## src/rtl/sort_pkg.sv

```systemverilog
// Shared types and width helpers for the sorter output drain.
// Element and lane-vector typedefs are sized for the default configuration;
// parameterized modules size their own buses from N/M.
package sort_pkg;

    localparam int SORT_N = 4;
    localparam int SORT_M = 4;
    localparam int SORT_D = 2;

    typedef logic [SORT_N-1:0] elem_t;
    typedef elem_t [SORT_M-1:0] lane_vec_t;

    // Width of a counter that must hold 0..d inclusive.
    function automatic int cnt_width(input int d);
        return $clog2(d + 1);
    endfunction

    // Width of an index over 0..m-1 (never narrower than one bit).
    function automatic int idx_width(input int m);
        return (m > 1) ? $clog2(m) : 1;
    endfunction

endpackage

```

## src/rtl/shift_reg.sv

```systemverilog
// ShiftReg: fixed-depth delay line.
// Ports:
//   Clk  - rising-edge clock
//   Clr  - synchronous clear of all stages
//   D    - input word
//   Q    - input delayed by DEPTH cycles
module ShiftReg #(
    parameter int WIDTH = 8,
    parameter int DEPTH = 1
) (
    input  logic             Clk,
    input  logic             Clr,
    input  logic [WIDTH-1:0] D,
    output logic [WIDTH-1:0] Q
);

    logic [WIDTH-1:0] stage [DEPTH];

    always_ff @(posedge Clk) begin
        if (Clr) begin
            for (int i = 0; i < DEPTH; i++) stage[i] <= '0;
        end else begin
            stage[0] <= D;
            for (int i = 1; i < DEPTH; i++) stage[i] <= stage[i-1];
        end
    end

    assign Q = stage[DEPTH-1];

endmodule

```

## src/rtl/sort_vec_fifo.sv

```systemverilog
// sort_vec_fifo: D-entry FIFO of whole vectors, first-word fall-through.
// A push while full is accepted only if a pop happens in the same cycle
// (the pop frees the slot first); otherwise the push is ignored and the
// caller is expected to flag the loss.
// Ports:
//   clk, reset  - clock, synchronous active-high reset (pointers/count)
//   push        - write request
//   wr_data     - vector to write
//   pop         - remove head (ignored when empty)
//   rd_data     - head vector, valid while !empty
//   full, empty - occupancy flags
module sort_vec_fifo
    import sort_pkg::*;
#(
    parameter int W = 16,
    parameter int D = 2
) (
    input  logic         clk,
    input  logic         reset,
    input  logic         push,
    input  logic [W-1:0] wr_data,
    input  logic         pop,
    output logic [W-1:0] rd_data,
    output logic         full,
    output logic         empty
);

    localparam int CW = cnt_width(D);
    localparam int PW = idx_width(D);

    logic [W-1:0]  mem [D];
    logic [PW-1:0] wr_ptr, rd_ptr;
    logic [CW-1:0] count;
    logic          do_pop, do_push;

    function automatic logic [PW-1:0] ptr_next(input logic [PW-1:0] p);
        return (p == PW'(D - 1)) ? '0 : p + 1'b1;
    endfunction

    assign full    = (count == CW'(D));
    assign empty   = (count == '0);
    assign do_pop  = pop & ~empty;
    assign do_push = push & (~full | do_pop);
    assign rd_data = mem[rd_ptr];

    always_ff @(posedge clk) begin
        if (do_push) mem[wr_ptr] <= wr_data;
    end

    always_ff @(posedge clk) begin
        if (reset) begin
            wr_ptr <= '0;
            rd_ptr <= '0;
            count  <= '0;
        end else begin
            if (do_push) wr_ptr <= ptr_next(wr_ptr);
            if (do_pop)  rd_ptr <= ptr_next(rd_ptr);
            case ({do_push, do_pop})
                2'b10:   count <= count + 1'b1;
                2'b01:   count <= count - 1'b1;
                default: count <= count;
            endcase
        end
    end

endmodule

```

## src/rtl/sort_output_drain.sv

```systemverilog
// sort_output_drain: deskews the sorter's lane-staggered results into whole
// vectors, buffers them, and serializes each vector onto a one-element
// valid/ready stream. Vectors arriving while the buffer is full (and not
// draining a vector that same cycle) are dropped and Overflow latches.
// Ports:
//   Clk, Reset - clock, synchronous active-high reset
//   InValid    - lane-0 strobe of a sorted vector
//   InData     - sorted lanes; lane j valid j cycles after InValid
//   OutValid   - element valid
//   OutReady   - downstream accepts element
//   OutData    - current element (0 when idle)
//   OutLast    - current element ends its vector
//   Overflow   - sticky vector-drop flag
module sort_output_drain
    import sort_pkg::*;
#(
    parameter int N       = SORT_N,
    parameter int M       = SORT_M,
    parameter int D       = SORT_D,
    parameter int DESCEND = 0
) (
    input  logic         Clk,
    input  logic         Reset,
    input  logic         InValid,
    input  logic [N-1:0] InData [M],
    output logic         OutValid,
    input  logic         OutReady,
    output logic [N-1:0] OutData,
    output logic         OutLast,
    output logic         Overflow
);

    localparam int IW = idx_width(M);

    logic [M-2:0]   vld_pipe;
    logic           strobe;
    logic [N-1:0]   aligned [M];
    logic [M*N-1:0] wr_vec, head_vec;
    logic           full, empty;
    logic           beat, pop, at_last;
    logic [IW-1:0]  idx, lane_sel;
    logic           overflow_q;

    // Valid is delayed to line up with the last (undelayed) lane.
    always_ff @(posedge Clk) begin
        if (Reset) begin
            vld_pipe <= '0;
        end else begin
            vld_pipe[0] <= InValid;
            for (int i = 1; i < M - 1; i++) vld_pipe[i] <= vld_pipe[i-1];
        end
    end

    assign strobe = vld_pipe[M-2];

    for (genvar j = 0; j < M - 1; j++) begin : g_deskew
        ShiftReg #(.WIDTH(N), .DEPTH(M - 1 - j)) u_dly (
            .Clk (Clk),
            .Clr (1'b0),
            .D   (InData[j]),
            .Q   (aligned[j])
        );
    end
    assign aligned[M-1] = InData[M-1];

    always_comb begin
        wr_vec = '0;
        for (int j = 0; j < M; j++) wr_vec[j*N +: N] = aligned[j];
    end

    sort_vec_fifo #(.W(M * N), .D(D)) u_fifo (
        .clk     (Clk),
        .reset   (Reset),
        .push    (strobe),
        .wr_data (wr_vec),
        .pop     (pop),
        .rd_data (head_vec),
        .full    (full),
        .empty   (empty)
    );

    assign OutValid = ~empty;
    assign at_last  = (idx == IW'(M - 1));
    assign beat     = OutValid & OutReady;
    assign pop      = beat & at_last;
    assign OutLast  = OutValid & at_last;
    assign lane_sel = (DESCEND != 0) ? IW'(M - 1) - idx : idx;
    assign Overflow = overflow_q;

    always_comb begin
        OutData = '0;
        if (OutValid) begin
            for (int j = 0; j < M; j++) begin
                if (lane_sel == IW'(j)) OutData = head_vec[j*N +: N];
            end
        end
    end

    always_ff @(posedge Clk) begin
        if (Reset) begin
            idx        <= '0;
            overflow_q <= 1'b0;
        end else begin
            if (beat) idx <= at_last ? '0 : idx + 1'b1;
            // Drop only when no slot frees up this cycle.
            if (strobe & full & ~pop) overflow_q <= 1'b1;
        end
    end

endmodule

```

## config.mk

```make
export PLATFORM = sky130hd
export DESIGN_NAME = sort_output_drain
export DESIGN_NICKNAME = d
export VERILOG_FILES = /design/src/rtl/sort_pkg.sv /design/src/rtl/shift_reg.sv /design/src/rtl/sort_vec_fifo.sv /design/src/rtl/sort_output_drain.sv
export SDC_FILE = /design/constraint.sdc
export NUM_CORES = 1
export LEC_CHECK = 0
export CAP_MARGIN = 20
export CORE_MARGIN = 2
export CORE_UTILIZATION = 41
export DETAILED_ROUTE_END_ITERATION = 8
export HOLD_SLACK_MARGIN = 0.05
export PLACE_DENSITY_LB_ADDON = 0.3
export SETUP_SLACK_MARGIN = 0.05
export SYNTH_ARGS = -nofsm -noshare
export SYNTH_HDL_FRONTEND = slang
export SYNTH_SLANG_ARGS = --single-unit
```

## constraint.sdc

```tcl
create_clock -name Clk -period 2.9 [get_ports Clk]
set_clock_uncertainty 0.1 [all_clocks]
set_input_delay 0.58 -clock Clk [delete_from_list [all_inputs] [get_ports Clk]]
set_output_delay 0.58 -clock Clk [all_outputs]
set_load 0.05 [all_outputs]
```

==> results by group, run 1 <==
Timing
  • RSZ-0062 raised after global routing: false
  • Fin worst setup slack: between 0.2 and 0.3 ns
  • Fin Hold WS: ~0.23 ns
  • Slew @ Worst Pin: 0.509 ns
  • Endpoints failing setup: 0
  • Tcrit/Tclk final: between 90% and 100%
  • Hold Vio Cnt, Final: 0
  • Setup_tns: 0 ns
  • Slew headroom: approximately two thirds
  • Max Clock Freq: about 380 MHz
  • Final Max Slew Viols: 0
  • Final Critical Period: 2.64 ns

Synth
  • Syn Std Cell Area: roughly 2200 µm²
  • Syn Nets: between 150 and 200
  • Post-synth cell types: 26
  • Yosys reg bits: 67
  • Synth area leader: edfxtp_1
  • Number of enable flip-flop cells after synthesis: 32
  • Largest cells by area after synthesis: edfxtp_1, dfxtp_1, mux2_2
  • Syn_area_per_cell: approximately 15 µm²
  • Synth async-reset ratio: 0%
  • Most used flip-flop cell after synthesis: dfxtp_1
  • Synth top area share: ~43%
  • Sequential area share after synthesis: between 70% and 80%
  • Top cells by count, synth: dfxtp_1, edfxtp_1, nand2_1
  • Most common cell in the netlist: dfxtp_1
  • Post-synthesis cell count: between 150 and 200
  • Number of warnings issued by yosys: 0

Floorplanning
  • Site Rows: 26
  • IO Pins: 27
  • Die ar.: about 6100 µm²
  • Die extent in y: around 78 µm
  • Initial Util: roughly 43%
  • Die width: 78.1 µm
  • Core ar.: 5200 µm²

Critical path
  • Worst-path maximum fanout: 9
  • Critical Path AT: about 2.0 ns
  • Critical Path Sink Type: output pin
  • Critical path class: register to output pin
  • Data required time of the worst path: around 2.2 ns
  • CP startpoint kind: register

Clock tree
  • CTS sink count: 67
  • Post-CTS Setup Bufs: 0
  • Hold_buf cts: 0
  • Htree depth: 3
  • Root Buffer: clkbuf_8
  • CTS clk-pin slew, worst paths: approximately 0.07 ns
  • Clock buffer depth: 2
  • Worst skew pair latency: 0.33 ns
  • CTS tree: built
  • CTS buffer count: 9

Outcome
  • Status: finished, final reports clean

Power
  • Power per standard cell area: 658 nW/µm²
  • Leak: about 1.0 nW
  • Peak supply drop: 0.000377 V

Route
  • WL/cell: approximately 13 µm
  • Antenna Nets Post-Route: 0
  • Total wire length: 3410 µm
  • Via count of the routed design: 1160
  • Vias per cell: around 4.4
  • Initial DRC Count: 68
  • # DRC: 0
  • First-pass iteration count of the detailed router: 4

Global route
  • All-Layer GR Usage: 12.8%
  • First-pass GRT wire length: 5480 µm
  • Pin count of the biggest net entering global routing: 17
  • Global route total overflow: 0
  • Initial antenna violation count: 0
  • Vias in the first global route: ~1200

Placement
  • Post-DP HPWL: roughly 2300 µm
  • Port Buffers: 26
  • DP Cell Count: around 250
  • Setup WS pre-CTS: roughly 0.37 ns
  • GP Congestion: roughly 0.74

Final layout
  • Register Area: between 1500 and 2000 µm²
  • Total Nets Final: 212
  • Area Growth Syn to Fin: 23.1%
  • Final std cells w/o fill: about 260
  • Fillers: ~440
  • Layout cells sized above 1: 17.7%
  • Ant. Diodes: 0
  • Multi-input gate area: 529 µm²

Flow run
  • Max Cap Viol: 0

Min path
  • HP Class: register to register
kinds of logic after synthesis:
group | synth area share, %
AO/OA/AOI/OAI | 4.06
AND/OR/NAND/NOR | 7.56
adder cells (fa/ha/maj) | 2.78
buffers and inverters | 2.61
multiplexers | 7.56
XOR/XNOR | 1.56
flip-flops | 73.9
per-layer routing:
layer | wire length (µm) | GRT usage (%) | vias to the layer above
met5 | 0 | 0 | -
met4 | 62 | 9.47 | 0
met3 | 171 | 5.40 | 5
met2 | 1700 | 19.7 | 23
met1 | 1480 | 14.0 | 531
li1 | - | - | 601
metrics by stage:
| stage | cell area (µm²) | power (mW) | utilization, % |
|---|---|---|---|
| after global routing | 2770 | 1.90 | 53.2 |
| final | 2770 | 1.82 | 53.2 |
| after CTS | 2770 | 1.85 | 53.2 |
| after detailed placement | 2570 | 1.11 | 49.4 |
| after global placement | 2570 | 1.10 | 49.4 |
| after floorplan | 2250 | 1.07 | - |
sequential cells by signal (all words and copies together) (netlist names), named ones only:
name	count
u_fifo.wr_ptr	1
g_deskew.u_dly.stage	24
vld_pipe	3
u_fifo.mem	32
u_fifo.count	2
idx	2
u_fifo.rd_ptr	1
Overflow	1
cells in the final DEF, fill, tap and decap left out:
cell type,n
nand3_1,6
mux2i_1,8
edfxtp_1,32
or2_1,1
inv_1,6
nand2_4,1
a21oi_1,6
a22oi_1,4
dfxtp_1,35
buf_4,7
mux2_2,8
bufinv_16,1
a21oi_2,1
clkdlybuf4s50_1,21
nor2_1,8
ha_1,5
a41oi_1,1
or3_1,2
dlymetal6s2s_1,1
nand2_1,11
clkinv_2,3
clkbuf_8,10
and2_2,1
xor2_1,2
nor2b_1,5
o21ai_0,1
clkbuf_1,1
clkinvlp_4,1
xnor2_1,2
a31o_2,1
cell type report:
type	count	share of cell area (%)
inverter	6	0.813
timing repair buffer	29	9.94
sequential	67	60.0
tap	70	3.16
multi-input combinational	74	19.1
clock buffer	11	5.10
clock inverter	5	1.90
final timing paths:
kind | startpoint | end | slack (ns) | cells past startpoint
max | u_fifo.count[0] | OutValid | 0.26 | 2
min | g_deskew[1].u_dly.stage[0][1] | g_deskew[1].u_dly.stage[0][5] | 0.23 | 0
max reg2reg | idx[0] | u_fifo.count[1] | 0.78 | 6
min reg2reg | g_deskew[1].u_dly.stage[0][1] | g_deskew[1].u_dly.stage[0][5] | 0.23 | 0
power breakdown:
part	switching [mW]	internal, mW	leakage (nW)
Combinational	0.0281	0.0342	0.326
Sequential	0.00866	1.02	0.581
Clock	0.319	0.416	0.0991
Total	0.356	1.47	1.01
worst max-delay path: stages (launching register included):
cell	delay [ns]
dfxtp_1	0.40
or2_1	0.36
clkdlybuf4s50_1	0.88
repair_timing:
item | in CTS | in global routing
setup endpoints to repair | 0 | 1
gates resized for setup | 0 | 1
hold endpoints to repair | 0 | 0
Note: power is estimated with default switching activity, not from simulation.
==> inputs of run 2 (changes only) <==
--- a/config.mk
+++ b/config.mk
@@ -5,7 +5,6 @@
 export SDC_FILE = /design/constraint.sdc
 export NUM_CORES = 1
 export LEC_CHECK = 0
-export CAP_MARGIN = 20
 export CORE_MARGIN = 2
 export CORE_UTILIZATION = 41
 export DETAILED_ROUTE_END_ITERATION = 8
==> results of run 2 <==
No change in the layout: final DEF, timing and power equal those of run 1.
==> inputs of run 3 (changes only) <==
--- a/config.mk
+++ b/config.mk
@@ -5,6 +5,7 @@
 export SDC_FILE = /design/constraint.sdc
 export NUM_CORES = 1
 export LEC_CHECK = 0
+export CAP_MARGIN = 20
 export CORE_MARGIN = 2
 export CORE_UTILIZATION = 41
 export DETAILED_ROUTE_END_ITERATION = 8
==> results of run 3 <==
No change in the layout: final DEF, timing and power equal those of run 1.
